`config.mk`:
```
export PLATFORM = sky130hd
export DESIGN_NAME = three_wire_arbiter
export DESIGN_NICKNAME = d
export VERILOG_FILES = /design/src/rtl/three_wire_arbiter.sv
export SDC_FILE = /design/constraint.sdc
export NUM_CORES = 1
export LEC_CHECK = 0
export BUFFER_PORTS_ARGS = -buffer_cell sky130_fd_sc_hd__buf_2
export CORE_UTILIZATION = 40
export CTS_CLUSTER_DIAMETER = 50
export DETAILED_ROUTE_END_ITERATION = 8
export PLACE_DENSITY = 0.7
export REMOVE_ABC_BUFFERS = 1
export SYNTH_ARGS = -nofsm -noshare
export SYNTH_HDL_FRONTEND = slang
export SYNTH_SLANG_ARGS = --single-unit
```
`constraint.sdc`:
```
create_clock -name clk -period 2.6 [get_ports clk]
set_input_delay 0.13 -clock clk [delete_from_list [all_inputs] [get_ports clk]]
set_output_delay 0.13 -clock clk [all_outputs]
set_load 0.02 [all_outputs]
```
`src/rtl/three_wire_arbiter.sv`:
```
// three_wire_arbiter
// Round-robin arbiter that lets N requesters share one three-wire serializer.
// Each frame goes through grant, a one-cycle write strobe, the serializer
// busy window, an ack to the owner, and an enforced idle gap (cs-high time).
// Optional build macro: TW_ARB_TIMEOUT_EN. When defined, a serializer that
// never raises busy is abandoned after START_WAIT cycles and err latches high.
// When undefined, the arbiter waits for busy forever and err is tied low.

module three_wire_arbiter #(
    parameter int N          = 4,
    parameter int BITS       = 16,
    parameter int START_WAIT = 64,
    parameter int GAP        = 8,
    localparam int GW        = (N > 1) ? $clog2(N) : 1,
    localparam int CMAX      = (START_WAIT > GAP) ? START_WAIT : GAP,
    localparam int CW        = $clog2(CMAX + 1)
) (
    input  logic              clk,
    input  logic              rst_n,
    input  logic [N-1:0]      req,
    input  logic [N*BITS-1:0] req_data,
    output logic [N-1:0]      ack,
    output logic              tw_write,
    output logic [BITS-1:0]   tw_din,
    input  logic              tw_busy,
    output logic              active,
    output logic [GW-1:0]     grant_id,
    output logic              err
);

    typedef enum logic [2:0] {
        S_IDLE,
        S_ISSUE,
        S_WAIT_START,
        S_WAIT_DONE,
        S_GAP
    } state_t;

    // Number of requesters expressed in the width of the rotation sum.
    localparam logic [GW:0]   N_SUM    = (GW + 1)'(N);
    localparam logic [GW-1:0] LAST_ID  = GW'(N - 1);
    localparam logic [CW-1:0] GAP_LAST = CW'(GAP - 1);
`ifdef TW_ARB_TIMEOUT_EN
    localparam logic [CW-1:0] SW_LAST  = CW'(START_WAIT - 1);
`endif

    state_t          state;
    state_t          state_nxt;
    logic [GW-1:0]   ptr;
    logic [GW-1:0]   ptr_nxt;
    logic [GW-1:0]   grant_nxt;
    logic [BITS-1:0] din_nxt;
    logic [N-1:0]    ack_nxt;
    logic [CW-1:0]   cnt;
    logic [CW-1:0]   cnt_nxt;

    logic [BITS-1:0] words [0:N-1];
    logic            pick_found;
    logic [GW-1:0]   pick_idx;
    logic [GW:0]     rot_sum;
    logic [N-1:0]    ack_vec;
    logic [GW-1:0]   ptr_adv;

`ifdef TW_ARB_TIMEOUT_EN
    logic            err_q;
    logic            err_nxt;
`endif

    // Split the flat request bus into one word per requester.
    always_comb begin
        for (int i = 0; i < N; i++) begin
            words[i] = req_data[i*BITS +: BITS];
        end
    end

    // Round-robin search: first asserted request at or above the pointer, wrapping.
    always_comb begin
        pick_found = 1'b0;
        pick_idx   = '0;
        rot_sum    = '0;
        for (int i = 0; i < N; i++) begin
            rot_sum = {1'b0, ptr} + (GW + 1)'(i);
            if (rot_sum >= N_SUM) begin
                rot_sum = rot_sum - N_SUM;
            end
            if (!pick_found && req[rot_sum[GW-1:0]]) begin
                pick_found = 1'b1;
                pick_idx   = rot_sum[GW-1:0];
            end
        end
    end

    // Ack pattern for the current owner and the pointer value just past it.
    always_comb begin
        ack_vec = N'(1) << grant_id;
        if (grant_id == LAST_ID) begin
            ptr_adv = '0;
        end else begin
            ptr_adv = grant_id + 1'b1;
        end
    end

    // Next-state and next-register logic for the frame sequencer.
    always_comb begin
        state_nxt = state;
        ptr_nxt   = ptr;
        grant_nxt = grant_id;
        din_nxt   = tw_din;
        ack_nxt   = '0;
        cnt_nxt   = cnt;
`ifdef TW_ARB_TIMEOUT_EN
        err_nxt   = err_q;
`endif
        case (state)
            S_IDLE: begin
                // Foreign traffic on the serializer blocks a new grant.
                if (pick_found && !tw_busy) begin
                    grant_nxt = pick_idx;
                    din_nxt   = words[pick_idx];
                    state_nxt = S_ISSUE;
                end
            end
            S_ISSUE: begin
                cnt_nxt   = '0;
                state_nxt = S_WAIT_START;
            end
            S_WAIT_START: begin
                if (tw_busy) begin
                    cnt_nxt   = '0;
                    state_nxt = S_WAIT_DONE;
                end
`ifdef TW_ARB_TIMEOUT_EN
                else if (cnt == SW_LAST) begin
                    err_nxt   = 1'b1;
                    ack_nxt   = ack_vec;
                    ptr_nxt   = ptr_adv;
                    cnt_nxt   = '0;
                    state_nxt = S_GAP;
                end else begin
                    cnt_nxt = cnt + 1'b1;
                end
`endif
            end
            S_WAIT_DONE: begin
                if (!tw_busy) begin
                    ack_nxt   = ack_vec;
                    ptr_nxt   = ptr_adv;
                    cnt_nxt   = '0;
                    state_nxt = S_GAP;
                end
            end
            S_GAP: begin
                if (cnt == GAP_LAST) begin
                    cnt_nxt   = '0;
                    state_nxt = S_IDLE;
                end else begin
                    cnt_nxt = cnt + 1'b1;
                end
            end
            default: begin
                state_nxt = S_IDLE;
            end
        endcase
    end

    // State and datapath registers; reset abandons any frame in flight without an ack.
    always_ff @(posedge clk or negedge rst_n) begin
        if (!rst_n) begin
            state    <= S_IDLE;
            ptr      <= '0;
            grant_id <= '0;
            tw_din   <= '0;
            ack      <= '0;
            cnt      <= '0;
        end else begin
            state    <= state_nxt;
            ptr      <= ptr_nxt;
            grant_id <= grant_nxt;
            tw_din   <= din_nxt;
            ack      <= ack_nxt;
            cnt      <= cnt_nxt;
        end
    end

`ifdef TW_ARB_TIMEOUT_EN
    // Sticky start-timeout flag, cleared only by reset.
    always_ff @(posedge clk or negedge rst_n) begin
        if (!rst_n) begin
            err_q <= 1'b0;
        end else begin
            err_q <= err_nxt;
        end
    end

    assign err = err_q;
`else
    assign err = 1'b0;
`endif

    assign tw_write = (state == S_ISSUE);
    assign active   = (state != S_IDLE);

endmodule

```
==> results of run 1 <==
worst paths after layout:
path                                    to  depth (start not counted)         start
worst max-delay path            tw_din[12]                          4        ptr[1]
worst min-delay path            tw_din[11]                          2  req_data[11]
worst max register to register  tw_din[12]                          4        ptr[1]
worst min register to register   tw_din[4]                          2     tw_din[4]
max in group asynchronous       tw_din[14]                          2         rst_n
min in group asynchronous           ack[0]                          2         rst_n
state kept, by name, indices dropped and copies added, names as in the netlist:
register,count
cnt,7
ack,4
state,3
grant_id,2
ptr,2
tw_din,16
through the flow:
stage          std cells  cell area [um^2]  hold slack (ns)
2_1_floorplan        202              2040           -0.166
3_3_place_gp         371              2650            0.260
3_5_place_dp         371              2650            0.252
4_1_cts              379              2740           0.0605
5_1_grt              379              2740           0.0698
6_report             379              2740           0.0684
layout make-up:
type | count | area share
tap | 70 | 0.0320
clock buffer | 5 | 0.0251
inverter | 5 | 0.00686
clock inverter | 2 | 0.00366
sequential | 34 | 0.311
multi-input combinational | 163 | 0.428
timing repair buffer | 100 | 0.194
repair_timing:
action / CTS / global route
endpoints found under the hold margin: 34 / 0
setup endpoints to repair: 0 / 0
hold buffers: 1 / 0
layer usage:
layer  vias up  GRT usage  wire, um
met5         -          0         0
met3         7     0.0482       313
li1        970          -         -
met2        73      0.332      2390
met4         0     0.0629        63
met1       892      0.247      2320
worst register-to-register path, cell delays in order, from the launching register on:
cell	delay, ns
dfrtp_1	0.50
mux2i_2	0.23
o221ai_4	0.63
mux2_2	0.42
a221o_1	0.31
kinds of logic (layout without fill, tap and decap cells):
family	Yosys count	in the layout
flops	34	34
other cells	1	1
xor+xnor	2	2
fa+ha+maj	5	5
buf+inv	18	112
simple gates	72	72
mux	19	19
compound gates	64	64
power by group through the flow:
stage	logic, W	clock network, W	registers, W
after floorplan	0.000782	0	0.00107
after global placement	0.00137	0	0.000919
after detailed placement	0.00140	0	0.000919
after CTS	0.00140	0.000382	0.000915
after global routing	0.00153	0.000399	0.000946
final	0.00139	0.000368	0.000916
cells in the mapped netlist, types with 2 or more instances:
cell type  instances  area, um^2
dfrtp_1           34         851
nand2_1           27         101
a21oi_1           21         105
nor2_1            19        71.3
a221o_1           15         150
o21ai_1           10        50.1
mux2_4             8         120
mux2_2             7        78.8
buf_2              5        25.0
ha_1               5        62.6
and2_1             4        25.0
inv_1              4        15.0
nand3_1            4        20.0
buf_4              3        22.5
clkbuf_1           3        11.3
o31ai_1            3        22.5
buf_6              2        22.5
mux2_1             2        22.5
nor3_1             2        10.0
nor3b_1            2        15.0
o21ai_0            2        10.0
or2_1              2        12.5
or3_1              2        12.5
==> impl_metrics.tcl, run 1 <==
set metrics [dict create \
    antenna_found_initial 0 \
    clockRootBuffer "clkbuf_8" \
    switching_power_w 0.00114 \
    grt_pass1_vias 1807 \
    synth_area_mm2 0.00212 \
    drc 0 \
    p_leak_nw 1.33 \
    clk_path_buf_depth 2 \
    synth_mux_area_frac 0.116 \
    drive_gt1_frac 0.421 \
    htree_levels 2 \
    layout.nets 385 \
    dieArea_mm2 0.00560 \
    sw_frac_of_total 0.428 \
    cts_tree "built" \
    async_flop_share 1.00 \
    multi_input_area_mm2 0.00117 \
    antenna_cells 0 \
    start_util 0.415 \
    slew_headroom 0.477 \
    cts_sinks 34 \
    grt_pass1_wl_um 8250 \
    arrival_ns 2.38 \
    drv_slew 0 \
    cp_cell_sequence "mux2i_2, o221ai_4, mux2_2, a221o_1" \
    ios 96 \
    vias 1942 \
    synth_xor_area_frac 0.00826 \
    final.fill_count 479 \
    ys_ff_latch 34 \
    clk_latency_ns 0.29 \
    die_height_um 74.8 \
    rsz0062_at_grt "false" \
    synth_edf_count 0 \
    drt_wl_total_um 5080 \
    rows 26 \
    yosys_warnings 0 \
    fmax_mhz 453 \
    cp_slowest_cell "o221ai_4" \
    post-place-ws_ns 0.393 \
    clk_pin_slew_ns 0.07 \
    worst_ir_drop_vdd_mv 0.463 \
    cp_num_buf_inv 0 \
    hold_path_class "primary input to flop" \
    post-route-min-period_ns 2.21 \
    tns_ns 0 \
    drt_iter0_markers 63 \
    crit_path_end_kind "flop" \
    power_frac_clock 0.138 \
    die_x_um 74.8 \
    crit_family "compound AO/OA/AOI/OAI gates" \
    combPwrFrac 0.519 \
    finalHoldViolations 0 \
    setup_violations 0 \
    grt_start_max_net_pins 35 \
    internal_power_w 0.00153 \
    avgRoutedWirePerCell_um 13.4 \
    synth_cell_types 52 \
    post-cts-setup-buffer-count 0 \
    worst_pin_slew_ns 0.784 \
    status "finished clean" \
    numCtsBuffers 5 \
    timing.reg2reg.setup_slack_ns 0.39 \
    path_max_fanout 18 \
    skew_ns 0.00598 \
    synth_adder_area_share 0.0295 \
    ant_nets 0 \
    final_core_util 0.536 \
    synthCells 215 \
    avgSynthCellArea_um2 9.86 \
    yosys.area_share.simple 0.173 \
    period_share 0.848 \
    core_area_mm2 0.00511 \
    routabilityCongestion 0.730 \
    viasPerCell 5.12 \
    ff_latch_area_um2 851 \
    critPathMaxStageDelay_ns 0.63 \
    seqPwrFrac 0.343 \
    ys_seq_area_frac 0.401 \
    drt_pre_antenna_iters 4 \
    grt_remaining_overflow 0 \
    powerDensity_mw_per_mm2 977 \
    power_w 0.00267 \
    final_common_cell "buf_2" \
    dp_hpwl_um 3710 \
    final_cell_mix "buf_2, dfrtp_1, nand2_1" \
    path_class "flop to flop" \
    synth_top_family_by_area "compound AO/OA/AOI/OAI gates" \
    synth_flop_cell "dfrtp_1" \
    io_buffers 94 \
    critPathLaunchType "flop" \
    grt_usage 0.196 \
    setup_ws_ns 0.395 \
    required_ns 2.77 \
    areaGrowthSynthToFinish_pct 29.0 \
    drv_cap 0 \
    cts_resized 0 \
    synth_compound_area_frac 0.224 \
]
Power figures use the tool's default switching activity.
==> inputs of run 2 (changes only) <==
==> constraint.sdc (replaced) <==
create_clock -name clk -period 2.15 [get_ports clk]
set_input_delay 0.1075 -clock clk [delete_from_list [all_inputs] [get_ports clk]]
set_output_delay 0.1075 -clock clk [all_outputs]
set_load 0.02 [all_outputs]
==> run 2 against run 1 <==
  * Non-clock buffer count increased by 13
  * Global-route usage decreased by 0.78 points
  * First-iteration DRC count increased by 35%
  * Critical endpoint is now tw_din[1]
  * Largest power group unchanged
==> impl_metrics.tcl, run 2 (same netlist as run 1, synthesis figures left out) <==
set metrics [dict create \
    post-route-min-period_ns 2.07 \
    worst_pin_slew_ns 0.755 \
    final_common_cell "buf_2" \
    drive_gt1_frac 0.446 \
    drt_wl_total_um 5050 \
    cts_sinks 34 \
    whs_endpoint "tw_din[13]" \
    powerDensity_mw_per_mm2 1200 \
    top_register "tw_din" \
    dp_hpwl_um 3700 \
    start_util 0.415 \
    slew_headroom 0.497 \
    path_class "flop to flop" \
    drt_pre_antenna_iters 4 \
    drv_slew 0 \
    crit_path_end_kind "flop" \
    areaGrowthSynthToFinish_pct 35.2 \
    final.fill_count 468 \
    clk_pin_slew_ns 0.07 \
    reg.largest.list "tw_din x16, cnt x7, ack x4" \
    numCtsBuffers 5 \
    hold_path_startpoint "req_data[13]" \
    drt_iter0_markers 85 \
    setup_ws_ns 0.0815 \
    period_share 0.962 \
    fin_cells 393 \
    grt_start_max_net_pins 35 \
    final_cell_mix "buf_2, dfrtp_1, nand2_1" \
    ff_latch_area_um2 851 \
    die_height_um 74.8 \
    ant_nets 0 \
    cts_tree "built" \
    antenna_cells 0 \
    r2r-end "tw_din[1]" \
    clockRootBuffer "clkbuf_8" \
    clk_latency_ns 0.29 \
    finalHoldViolations 0 \
    timing.reg2reg.setup_slack_ns 0.08 \
    r2r_start "ptr[1]" \
    status "finished clean" \
    largest_reg_flops 16 \
    p_leak_nw 1.40 \
    antenna_found_initial 0 \
    dieArea_mm2 0.00560 \
    multi_input_area_mm2 0.00117 \
    path_max_fanout 16 \
    worst_ir_drop_vdd_mv 0.586 \
    ios 96 \
    skew_ns 0.00748 \
    fmax_mhz 483 \
    htree_levels 2 \
    required_ns 2.31 \
    setup_violations 0 \
    hold_path_class "primary input to flop" \
    post-place-ws_ns -0.136 \
    layout.nets 398 \
    avgRoutedWirePerCell_um 12.9 \
    rsz0062_at_grt "false" \
    rows 26 \
    critPathLaunchType "flop" \
    viasPerCell 5.08 \
    final_core_util 0.561 \
    routabilityCongestion 0.773 \
    grt_pass1_wl_um 8010 \
    drv_cap 0 \
    grt_usage 0.189 \
    io_buffers 94 \
    vias 1995 \
    core_area_mm2 0.00511 \
    r2r_cells 6 \
    grt_pass1_vias 1755 \
    arrival_ns 2.23 \
    dp_cells 377 \
    grt_remaining_overflow 0 \
    drc 0 \
    clk_path_buf_depth 2 \
    hold_path_depth 2 \
    die_x_um 74.8 \
]
[run 2: stage by stage]
step	total power (W)	TNS, ns	area, um^2	hold WS (ns)
after floorplan	0.00224	-4.96	2040	-0.188
after global placement	0.00282	-0.731	2680	0.221
after detailed placement	0.00285	-1.86	2680	0.230
after CTS	0.00336	0	2790	0.0442
after global routing	0.00372	0	2870	0.0384
final	0.00345	0	2870	0.0507
[run 2: area by class of cell]
| cell class | count | area share |
|---|---|---|
| Clock buffer | 6 | 0.0288 |
| Multi-Input combinational cell | 163 | 0.410 |
| Inverter | 5 | 0.00654 |
| Timing Repair Buffer | 113 | 0.223 |
| Tap cell | 70 | 0.0305 |
| Clock inverter | 2 | 0.00436 |
| Sequential cell | 34 | 0.297 |
[run 2: layer usage]
layer  GRT usage  share of wire
met5           0              0
met4      0.0566          0.011
met3      0.0469          0.047
met2       0.295           0.47
met1       0.259           0.47
[run 2: critical path: stages, from the launching register on]
cell	delay, ns
dfrtp_1	0.45
or3b_1	0.47
o221ai_4	0.10
buf_12	0.18
buf_12	0.12
mux2_4	0.29
a221o_1	0.32
[run 2: worst max-delay path by stage]
stage                     cells past startpoint  slack (ns)          to      from
after floorplan                               5       -0.30   tw_din[4]  state[0]
after global placement                        5       -0.05   tw_din[9]    ptr[1]
after detailed placement                      5       -0.14  tw_din[11]    ptr[1]
after CTS                                     4        0.02  tw_din[11]    ptr[1]
after global routing                          6        0.03   tw_din[1]    ptr[1]
final                                         6        0.08   tw_din[1]    ptr[1]
[run 2: timing repair]
action | in CTS | in global routing
cloned | 0 | 0
pin swaps | 0 | 1
endpoints found under the setup margin | 15 | 15
hold buffers | 1 | 0
resized for setup | 1 | 0
buffers inserted | 0 | 7
endpoints found under the hold margin | 34 | 0
[run 2: where the power goes]
group / internal (W) / switching, W / leakage [nW]
Combinational: 0.000896 / 0.00101 / 0.934
Sequential: 0.000874 / 0.000170 / 0.419
Clock: 0.000257 / 0.000233 / 0.0472
Total: 0.00203 / 0.00142 / 1.40
==> inputs of run 3 (changes only) <==
==> constraint.sdc (replaced) <==
create_clock -name clk -period 2.57 [get_ports clk]
set_input_delay 0.1285 -clock clk [delete_from_list [all_inputs] [get_ports clk]]
set_output_delay 0.1285 -clock clk [all_outputs]
set_load 0.02 [all_outputs]
==> run 3 against run 2 <==
  * Critical path depth is 2 lower
  * Highest routed layer unchanged
  * Clock skew hardly changed
  * Via count is 2.3% lower
  * Combinational power is 27% lower
==> impl_metrics.tcl, run 3 (same netlist as run 1, synthesis figures left out) <==
set metrics [dict create \
    clockRootBuffer "clkbuf_8" \
    cts_resized 0 \
    top_register "tw_din" \
    antenna_cells 0 \
    powerDensity_mw_per_mm2 984 \
    drc 0 \
    areaGrowthSynthToFinish_pct 29.1 \
    antenna_found_initial 0 \
    clk_latency_ns 0.29 \
    setup_violations 0 \
    fin_cells 379 \
    final.fill_count 455 \
    final_core_util 0.536 \
    post-place-ws_ns 0.387 \
    path_class "flop to flop" \
    reg.largest.list "tw_din x16, cnt x7, ack x4" \
    drt_wl_total_um 4950 \
    routabilityCongestion 0.730 \
    largest_reg_flops 16 \
    met1_length_um 2360 \
    dp_cells 371 \
    ios 96 \
    io_buffers 94 \
    viasPerCell 5.14 \
    avgRoutedWirePerCell_um 13.1 \
    grt_pass1_wl_um 8070 \
    post-route-min-period_ns 2.18 \
    grt_usage 0.194 \
    dieArea_mm2 0.00560 \
    core_area_mm2 0.00511 \
    cts_sinks 34 \
    path_max_fanout 18 \
    met2_length_um 2230 \
    worst_ir_drop_vdd_mv 0.593 \
    drt_pre_antenna_iters 4 \
    slew_headroom 0.492 \
    worst_pin_slew_ns 0.762 \
    dp_hpwl_um 3620 \
    rsz0062_at_grt "false" \
    fmax_mhz 459 \
    drv_slew 0 \
    drive_gt1_frac 0.417 \
    numCtsBuffers 5 \
    cts_tree "built" \
    layout.nets 385 \
    final_cell_mix "buf_2, dfrtp_1, nand2_1" \
    wl_met3_um 295 \
    tns_ns 0 \
    top_layer "met4" \
    critPathLaunchType "flop" \
    p_leak_nw 1.32 \
    start_util 0.415 \
    finalHoldViolations 0 \
    required_ns 2.74 \
    status "finished clean" \
    drv_cap 0 \
    ant_nets 0 \
    clk_pin_slew_ns 0.07 \
    grt_pass1_vias 1761 \
    htree_levels 2 \
    arrival_ns 2.35 \
    clk_path_buf_depth 2 \
    grt_start_max_net_pins 35 \
    rows 26 \
    die_height_um 74.8 \
    hold_path_class "primary input to flop" \
    setup_ws_ns 0.389 \
    die_x_um 74.8 \
    period_share 0.849 \
    vias 1949 \
    crit_path_end_kind "flop" \
    grt_remaining_overflow 0 \
    drt_iter0_markers 81 \
    skew_ns 0.00710 \
    final_common_cell "buf_2" \
]
==> run 3: worst paths after layout <==
path,from,end,slack [ns],depth (start not counted)
worst min register to register,tw_din[4],tw_din[4],0.50,2
worst max-delay path,ptr[1],tw_din[8],0.39,4
min in group asynchronous,rst_n,ack[1],0.45,2
worst min-delay path,req_data[13],tw_din[13],0.07,2
max in group asynchronous,rst_n,tw_din[1],1.63,2
worst max register to register,ptr[1],tw_din[8],0.39,4
==> run 3: repair_timing <==
item                      CTS  global route
buffers inserted            0             0
hold buffers                1             0
hold endpoints to repair   34             0
==> run 3: through the flow <==
stage                     hold slack, ns  total power (W)  cell area [um^2]
after global routing              0.0608          0.00291              2740
after detailed placement           0.259          0.00233              2650
after global placement             0.256          0.00231              2650
after CTS                         0.0570          0.00272              2740
final                             0.0669          0.00269              2740
after floorplan                   -0.167          0.00187              2040
==> run 3: cell type report <==
cell class	instances	area, um^2	share of cell area
Sequential cell	34	851	0.311
Clock inverter	1	7.51	0.00274
Multi-Input combinational cell	163	1170	0.427
Clock buffer	6	72.6	0.0265
Inverter	5	18.8	0.00686
Timing Repair Buffer	100	531	0.194
Tap cell	70	87.6	0.0320
==> run 3: worst max-delay path, cell delays in order (launching register included) <==
cell and delay, ns:
dfrtp_1 0.49, mux2i_2 0.22, o221ai_4 0.61, mux2_2 0.42, a221o_1 0.31
==> run 3: routing by layer <==
layer	vias to the layer above	global-route usage
met1	905	0.259
met4	0	0.0692
met3	4	0.0602
met2	72	0.299
li1	968	-
met5	-	0
==> run 3: power by group <==
group / internal (W) / switching (W)
clock network: 0.000186 / 0.000190
logic: 0.000633 / 0.000758
registers: 0.000731 / 0.000196
total: 0.00155 / 0.00114
